==> src/rtl/reg_bus_rr_arbiter.sv <==
// Round-robin arbiter sharing one register-bus target between NumReq requesters.
// One transaction is latched at a time. The response is passed straight back
// to the granted requester. A watchdog ends stalled transactions with an error.

// Per-requester lane: gates the requester's fields onto the shared mux and
// steers the completion strobe back to it.
module reg_bus_rr_lane #(
  parameter int AddrWidth = 32,
  parameter int DataWidth = 32
) (
  input  logic                   grant,
  input  logic                   valid,
  input  logic                   write,
  input  logic [AddrWidth-1:0]   addr,
  input  logic [DataWidth-1:0]   wdata,
  input  logic [DataWidth/8-1:0] wstrb,
  input  logic                   rsp_fire,
  output logic                   sel_valid,
  output logic                   sel_write,
  output logic [AddrWidth-1:0]   sel_addr,
  output logic [DataWidth-1:0]   sel_wdata,
  output logic [DataWidth/8-1:0] sel_wstrb,
  output logic                   rsp_ready
);
  assign sel_valid = grant & valid;
  assign sel_write = grant & write;
  assign sel_addr  = grant ? addr  : '0;
  assign sel_wdata = grant ? wdata : '0;
  assign sel_wstrb = grant ? wstrb : '0;
  assign rsp_ready = grant & rsp_fire;
endmodule

module reg_bus_rr_arbiter #(
  parameter int NumReq        = 2,
  parameter int AddrWidth     = 32,
  parameter int DataWidth     = 32,
  parameter int TimeoutCycles = 16
) (
  input  logic                          clk_i,
  input  logic                          rst_i,
  input  logic [NumReq-1:0]             req_valid_i,
  input  logic [NumReq-1:0]             req_write_i,
  input  logic [NumReq*AddrWidth-1:0]   req_addr_i,
  input  logic [NumReq*DataWidth-1:0]   req_wdata_i,
  input  logic [NumReq*DataWidth/8-1:0] req_wstrb_i,
  output logic [NumReq-1:0]             rsp_ready_o,
  output logic [DataWidth-1:0]          rsp_rdata_o,
  output logic                          rsp_error_o,
  output logic                          reg_valid_o,
  output logic                          reg_write_o,
  output logic [AddrWidth-1:0]          reg_addr_o,
  output logic [DataWidth-1:0]          reg_wdata_o,
  output logic [DataWidth/8-1:0]        reg_wstrb_o,
  input  logic                          reg_ready_i,
  input  logic                          reg_error_i,
  input  logic [DataWidth-1:0]          reg_rdata_i,
  output logic [NumReq-1:0]             grant_o
);
  localparam int StrbWidth = DataWidth / 8;
  localparam int IdxW      = (NumReq > 1) ? $clog2(NumReq) : 1;
  localparam int CntW      = (TimeoutCycles > 0) ? $clog2(TimeoutCycles + 1) : 1;
  // Counter value in the last BUSY cycle before the watchdog fires.
  localparam int unsigned  TmoLastI = (TimeoutCycles > 0) ? TimeoutCycles - 1 : 0;
  localparam logic [CntW-1:0] CntLast = CntW'(TmoLastI);
  localparam logic [IdxW-1:0] LastIdx = IdxW'(NumReq - 1);

  typedef enum logic {IDLE, BUSY} state_e;

  state_e            state_q, state_d;
  logic [IdxW-1:0]   ptr_q, ptr_d;
  logic [IdxW-1:0]   gidx_q, gidx_d;
  logic [CntW-1:0]   cnt_q, cnt_d;
  logic [NumReq-1:0] grant_q, grant_d;

  logic [NumReq-1:0]                lane_valid, lane_write, lane_rsp;
  logic [NumReq-1:0][AddrWidth-1:0] lane_addr;
  logic [NumReq-1:0][DataWidth-1:0] lane_wdata;
  logic [NumReq-1:0][StrbWidth-1:0] lane_wstrb;

  logic                 sel_write;
  logic [AddrWidth-1:0] sel_addr;
  logic [DataWidth-1:0] sel_wdata;
  logic [StrbWidth-1:0] sel_wstrb;

  logic            busy, granted_valid, abort, done, tmo, tmo_en, rsp_fire;
  logic            pick_found;
  logic [IdxW-1:0] pick_idx;
  int              cand;

  for (genvar i = 0; i < NumReq; i++) begin : g_lane
    reg_bus_rr_lane #(
      .AddrWidth(AddrWidth),
      .DataWidth(DataWidth)
    ) u_lane (
      .grant    (grant_q[i]),
      .valid    (req_valid_i[i]),
      .write    (req_write_i[i]),
      .addr     (req_addr_i[i*AddrWidth +: AddrWidth]),
      .wdata    (req_wdata_i[i*DataWidth +: DataWidth]),
      .wstrb    (req_wstrb_i[i*StrbWidth +: StrbWidth]),
      .rsp_fire (rsp_fire),
      .sel_valid(lane_valid[i]),
      .sel_write(lane_write[i]),
      .sel_addr (lane_addr[i]),
      .sel_wdata(lane_wdata[i]),
      .sel_wstrb(lane_wstrb[i]),
      .rsp_ready(lane_rsp[i])
    );
  end

  // OR-combine the lanes; at most one lane is granted so this is the mux.
  always_comb begin
    sel_write = 1'b0;
    sel_addr  = '0;
    sel_wdata = '0;
    sel_wstrb = '0;
    for (int i = 0; i < NumReq; i++) begin
      sel_write = sel_write | lane_write[i];
      sel_addr  = sel_addr  | lane_addr[i];
      sel_wdata = sel_wdata | lane_wdata[i];
      sel_wstrb = sel_wstrb | lane_wstrb[i];
    end
  end

  // Round-robin pick: first valid requester at or above ptr, wrapping.
  always_comb begin
    pick_found = 1'b0;
    pick_idx   = '0;
    cand       = 0;
    for (int k = 0; k < NumReq; k++) begin
      cand = int'(ptr_q) + k;
      if (cand >= NumReq) cand = cand - NumReq;
      if (!pick_found && req_valid_i[IdxW'(cand)]) begin
        pick_found = 1'b1;
        pick_idx   = IdxW'(cand);
      end
    end
  end

  // Transaction-ending events; abort beats completion beats timeout.
  assign busy          = (state_q == BUSY);
  assign tmo_en        = (TimeoutCycles > 0);
  assign granted_valid = |lane_valid;
  assign abort         = busy & ~granted_valid;
  assign done          = busy & granted_valid & reg_ready_i;
  assign tmo           = tmo_en & busy & granted_valid & ~reg_ready_i & (cnt_q == CntLast);
  assign rsp_fire      = done | tmo;

  assign reg_valid_o = busy & granted_valid;
  assign reg_write_o = sel_write;
  assign reg_addr_o  = sel_addr;
  assign reg_wdata_o = sel_wdata;
  assign reg_wstrb_o = sel_wstrb;
  assign rsp_ready_o = lane_rsp;
  assign rsp_rdata_o = done ? reg_rdata_i : '0;
  assign rsp_error_o = done ? reg_error_i : tmo;
  assign grant_o     = grant_q;

  // Next-state: grant on entry to BUSY, release and advance ptr on any end.
  always_comb begin
    state_d = state_q;
    ptr_d   = ptr_q;
    gidx_d  = gidx_q;
    cnt_d   = cnt_q;
    grant_d = grant_q;
    unique case (state_q)
      IDLE: begin
        if (pick_found) begin
          state_d           = BUSY;
          grant_d           = '0;
          grant_d[pick_idx] = 1'b1;
          gidx_d            = pick_idx;
          cnt_d             = '0;
        end
      end
      BUSY: begin
        if (abort || done || tmo) begin
          state_d = IDLE;
          grant_d = '0;
          ptr_d   = (gidx_q == LastIdx) ? '0 : gidx_q + 1'b1;
        end else if (tmo_en && cnt_q != CntLast) begin
          cnt_d = cnt_q + 1'b1;
        end
      end
      default: state_d = IDLE;
    endcase
  end

  // State registers.
  always_ff @(posedge clk_i or posedge rst_i) begin
    if (rst_i) begin
      state_q <= IDLE;
      ptr_q   <= '0;
      gidx_q  <= '0;
      cnt_q   <= '0;
      grant_q <= '0;
    end else begin
      state_q <= state_d;
      ptr_q   <= ptr_d;
      gidx_q  <= gidx_d;
      cnt_q   <= cnt_d;
      grant_q <= grant_d;
    end
  end
endmodule

==> config.mk <==
export PLATFORM = sky130hd
export DESIGN_NAME = reg_bus_rr_arbiter
export DESIGN_NICKNAME = d
export VERILOG_FILES = /design/src/rtl/reg_bus_rr_arbiter.sv
export SDC_FILE = /design/constraint.sdc
export NUM_CORES = 1
export LEC_CHECK = 0
export BUFFER_PORTS_ARGS = -buffer_cell sky130_fd_sc_hd__buf_2
export CAP_MARGIN = 5
export CORE_AREA = 2 2 110 112
export DETAILED_ROUTE_END_ITERATION = 6
export DIE_AREA = 0 0 112 114
export HOLD_SLACK_MARGIN = 0.08
export PLACE_DENSITY = 0.48
export SLEW_MARGIN = 20
export SYNTH_ARGS = -nofsm -noshare
export SYNTH_HDL_FRONTEND = slang
export SYNTH_SLANG_ARGS = --single-unit
==> constraint.sdc <==
create_clock -name clk_i -period 4.52 [get_ports clk_i]
set_input_delay 0.226 -clock clk_i [delete_from_list [all_inputs] [get_ports clk_i]]
set_output_delay 0.226 -clock clk_i [all_outputs]
set_load 0.05 [all_outputs]
After elaboration in Yosys (flattened, before gate mapping)
Index checks and enable logic that the tools add are counted.

storage, ports and cells
  bits of input ports = 176
  bits in registers = 10

cells by class
  equal/unequal tests = 6
  bitwise gates (word level) = 19
  mux-type cells = 31
  reductions and logical operators = 10
  $add $sub $neg = 5
  order comparisons = 6

operators by type and width
  operator             number
  $mux 32              5
  $or 32x32->32        2
  $mux 1               15
  $mux 5               3
  $and 1x1->1          11
  $pmux 5 s2           1
  $mux 4               2
  $lt 1x3->1 const B   2
  $reduce_and 2->1     3
  $add 5x1->5 const B  1
  $eq 5x4->1 const B   1
  $ne 5x4->1 const B   1
  $mux 2               2
  $ne 2x1->1 const B   2
  $ne 2x2->1 const B   2
  $or 4x4->4           1
  $pmux 2 s2           1
  $not 1->1            3
  $reduce_and 3->1     1
  $add 1x1->2 const B  1
  $ge 1x2->1 const B   1
  $ge 2x2->1 const B   1
  $logic_and 1x1->1    2
  $logic_or 1x1->1     2
  other kinds (9)      11

Depth between registers and ports, before layout
  word-level depth = 15
  gate-level depth with buffers = 7
  mapped depth without buffers = 6

Hierarchy
A second synthesis with hierarchy kept.

unflattened totals
  cells, all modules = 313
  area, all modules = 2,294.7 um2

by module, submodules not included
  module              times used  cells an instance  seq. area each (um2)  area each (um2)
  reg_bus_rr_arbiter  1           157                250.2                 1,158.6
  reg_bus_rr_lane     2           78                 0.0                   568.0

Worst setup path after synthesis
No wires, ideal clock.

  kind = register -> output
  from = reg grant_q[1] (netlist: grant_o[1])
  to = out rsp_error_o
  arrival = 1.566 ns
  cell stages (with the launch flop) = 6
  path slack = 2.728 ns
  cells stage by stage = dfrtp_1 -> buf_2 -> a22o_1 -> buf_6 -> nand2_1 -> nor2_1

on the way
  longest elaborated chain between the ends = 6

ends and longest elaborated chain
  element                   line      source
  from (decl)               73        logic [NumReq-1:0] grant_q, grant_d;
  from (signal assigned)    202       grant_q <= grant_d;
  $and 1x1->1 (*)           25        assign sel_valid = grant & valid;
  $reduce_or 2->1 (*)       143       assign granted_valid = |lane_valid;
  $and 1x1->1 (*)           145, 146
  $and 1x1->1 (2 in a row)  146       assign tmo = tmo_en & busy & granted_valid & ~reg_ready_i & (cnt_q == CntLast);
  $mux 1 (*)                156       assign rsp_error_o = done ? reg_error_i : tmo;
  to (decl)                 48        output logic rsp_error_o,

Every way passes the cells marked *; elsewhere a longest branch is shown, timed or not.

Final worst setup path
  from = reg cnt_q[1]
  to = out rsp_ready_o[1]

on the way
  longest elaborated chain between the ends = 4

ends and longest elaborated chain
  element                 line  source
  from (decl)             72    logic [CntW-1:0] cnt_q, cnt_d;
  from (signal assigned)  201   cnt_q <= cnt_d;
  $eq 5x4->1              146
  $and 1x1->1             146
  $or 1x1->1              147   assign rsp_fire = done | tmo;
  $and 1x1->1             30    assign rsp_ready = grant & rsp_fire;
  to (decl)               46    output logic [NumReq-1:0] rsp_ready_o,

Every way passes these cells.

==> impl_metrics.tcl <==
set metrics [dict create \
    finalPower_mw 1.88 \
    postSynthCellCount 187 \
    cp-start-kind "flop" \
    synth_nets 365 \
    grt_use_total 0.109 \
    cp-end-kind "output pin" \
    cap_violations 0 \
    routabilityCongestion 0.759 \
    cts.sinks 10 \
    design.die.area_mm2 0.0128 \
    cts_resized 0 \
    cts_made_buffers 3 \
    worst-path-max-fanout 12 \
    die_y_um 114 \
    worstPathArrival_ps 2210 \
    rows 40 \
    start_util 0.129 \
    first_pass_iters 5 \
    synthToLayoutAreaGrowth_pct 103 \
    placed_area_mm2 0.00300 \
    port_buffers 282 \
    final_util 0.263 \
    clk_latency_ps 240 \
    clock_skew_ps 2.95 \
    ir_drop_mv 0.396 \
    hp-class "in2reg" \
    period_share 0.539 \
    htreeDepth 1 \
    clock-root-buffer "clkbuf_16" \
    cts_tree "done" \
    yosysSeqAreaShare 0.165 \
    worst_pin_slew_ps 845 \
    antenna_cells 0 \
    finalSetupViolations 0 \
    drive_above_1_share 0.650 \
    clkTransAtPathRegs_ps 40 \
    synth_area_mm2 0.00152 \
    max_freq_mhz 410 \
    period_minus_slack_ps 2440 \
    grt_overflow_total 0 \
    synth-seq-cells 10 \
    ys_warn_count 0 \
    synth.avg_cell_area_um2 8.11 \
    finalHoldViolCount 0 \
    power.density_mw_per_mm2 611 \
    pin_count 283 \
    p_leak_nw 1.92 \
    dp_hpwl_um 6800 \
    rsz0062_at_grt "no" \
    crit_slowest_cell "nor2_1" \
    grt_pass1_vias 2277 \
    antenna_found_initial 0 \
    drtIter0Drc 140 \
    fp.dieW_um 112 \
    core_area_mm2 0.0117 \
    final_cell_area_mm2 0.00308 \
    setup_tns_ps 0 \
    fin_nets 629 \
    vias_per_cell 4.32 \
    cpMostUsedCell "ha_1" \
    synth.distinct_cells 32 \
    slew_headroom 0.435 \
    vias 2577 \
    status "completed" \
    wirelength_um 8100 \
    max_stage_delay_ps 640 \
    postRouteAntennaNets 0 \
    drc 0 \
    fillerInstances 1274 \
    path_class "reg2out" \
    grt_max_degree 74 \
    path_cells "ha_1 > and3_1 > ha_1 > nor2_1 > nor3b_1 > buf_2" \
    drv_slew 0 \
    wl_per_cell_um 13.6 \
    cts_buffer_depth 2 \
    hold-worst-slack_ps 325 \
    worstPathRequired_ps 4290 \
    grt_pass1_wl_um 11300 \
]
cell usage in the layout, fill, tap and decap left out, types with 3 or more instances in the layout:
cell and instances:
nand4_1 3, dfrtp_1 8, clkbuf_16 3, inv_1 6, nor2_1 3, buf_2 282, and2_1 32, a22o_1 70
mux2i_1 4, nor2b_1 3, nand2_1 7
sequential cells by signal (all words and copies together) (netlist names):
| register | count |
|---|---|
| grant_o | 2 |
| cnt_q | 5 |
| ptr_q | 1 |
| gidx_q | 1 |
| busy | 1 |
layout make-up:
cell class,instances,area (µm²),share of cell area
flip-flops and latches,10,253,0.0820
clock buffers,3,75.1,0.0244
repair buffers,285,1440,0.466
well taps,147,184,0.0597
inverters,6,22.5,0.00731
multi-input cells,145,1110,0.360
worst max-delay path: cells and delay by family (launching register included):
| family | cells | cell delay, ps |
|---|---|---|
| flip-flops | 1 | 400 |
| buffers and inverters | 1 | 250 |
| AND/OR/NAND/NOR | 3 | 920 |
| adder cells (fa/ha/maj) | 2 | 400 |
stage by stage:
step,cells,setup WS (ps)
finish,596,2080
global route,596,1890
CTS,596,2060
detailed placement,592,2280
global placement,592,2340
floorplan,187,2730
worst paths after layout:
kind / end / depth (start not counted) / slack [ps] / from
hold / removal: cnt_q[2]$_DFFE_PP0P_ / 2 / 330 / req_valid_i[0]
max in group asynchronous: grant_o[0]$_DFFE_PP0P_ / 3 / 3670 / rst_i
min in group asynchronous: cnt_q[2]$_DFFE_PP0P_ / 3 / 530 / rst_i
setup reg to reg: cnt_q[3]$_DFFE_PP0P_ / 6 / 2290 / cnt_q[1]$_DFFE_PP0P_
hold reg to reg: ptr_q$_DFFE_PP0P_ / 1 / 440 / gidx_q$_DFFE_PP0P_
setup / recovery: rsp_ready_o[1] / 6 / 2080 / cnt_q[1]$_DFFE_PP0P_
synthesized netlist by cell type (all sizes together):
master   instances  area, µm²
nor3             1       5.00
inv              6       22.5
o22ai            1       6.26
or3              1       6.26
and4             1       8.76
dfrtp           10        250
mux2i            4       40.0
and2            32        200
o2bb2ai          1       8.76
buf             11       77.6
a21oi            2       10.0
and3             3       23.8
o21ai            2       10.0
ha               2       25.0
nor2b            3       18.8
nand2b           1       6.26
o311ai           1       8.76
nand2            7       26.3
a22o            70        613
nand4            3       18.8
clkbuf          15       56.3
nand3            1       5.00
nand3b           1       7.51
a31o             2       26.3
nor2             3       11.3
o221ai           1       8.76
nor3b            1       7.51
a21boi           1       7.51
report_power, final:
part / leakage [nW] / switching, mW / internal [mW] / total [mW]
logic: 1.75 / 1.19 / 0.401 / 1.59
clock network: 0.0370 / 0.0411 / 0.115 / 0.156
registers: 0.128 / 0.0226 / 0.114 / 0.137
metal layers:
layer  vias up  wire (µm)  global-route usage
li1       1242          -                   -
met1      1182       3070               0.131
met2       148       4160               0.202
met3         5        803              0.0228
met4         0         58              0.0211
met5         -          0                   0
cell families after synthesis:
kind of cell,after synthesis,synth area share
muxes,4,0.0264
DFF,10,0.165
and+or+nand+nor,58,0.228
buffers and inverters,32,0.103
adders and majority gates,2,0.0165
AOI/OAI and AO/OA,81,0.461
timing repair:
| item | in CTS | in global routing |
|---|---|---|
| hold buffers | 1 | 0 |
| buffers inserted | 0 | 0 |
| endpoints found under the hold margin | 10 | 0 |
(Power assumes the default switching activity.)
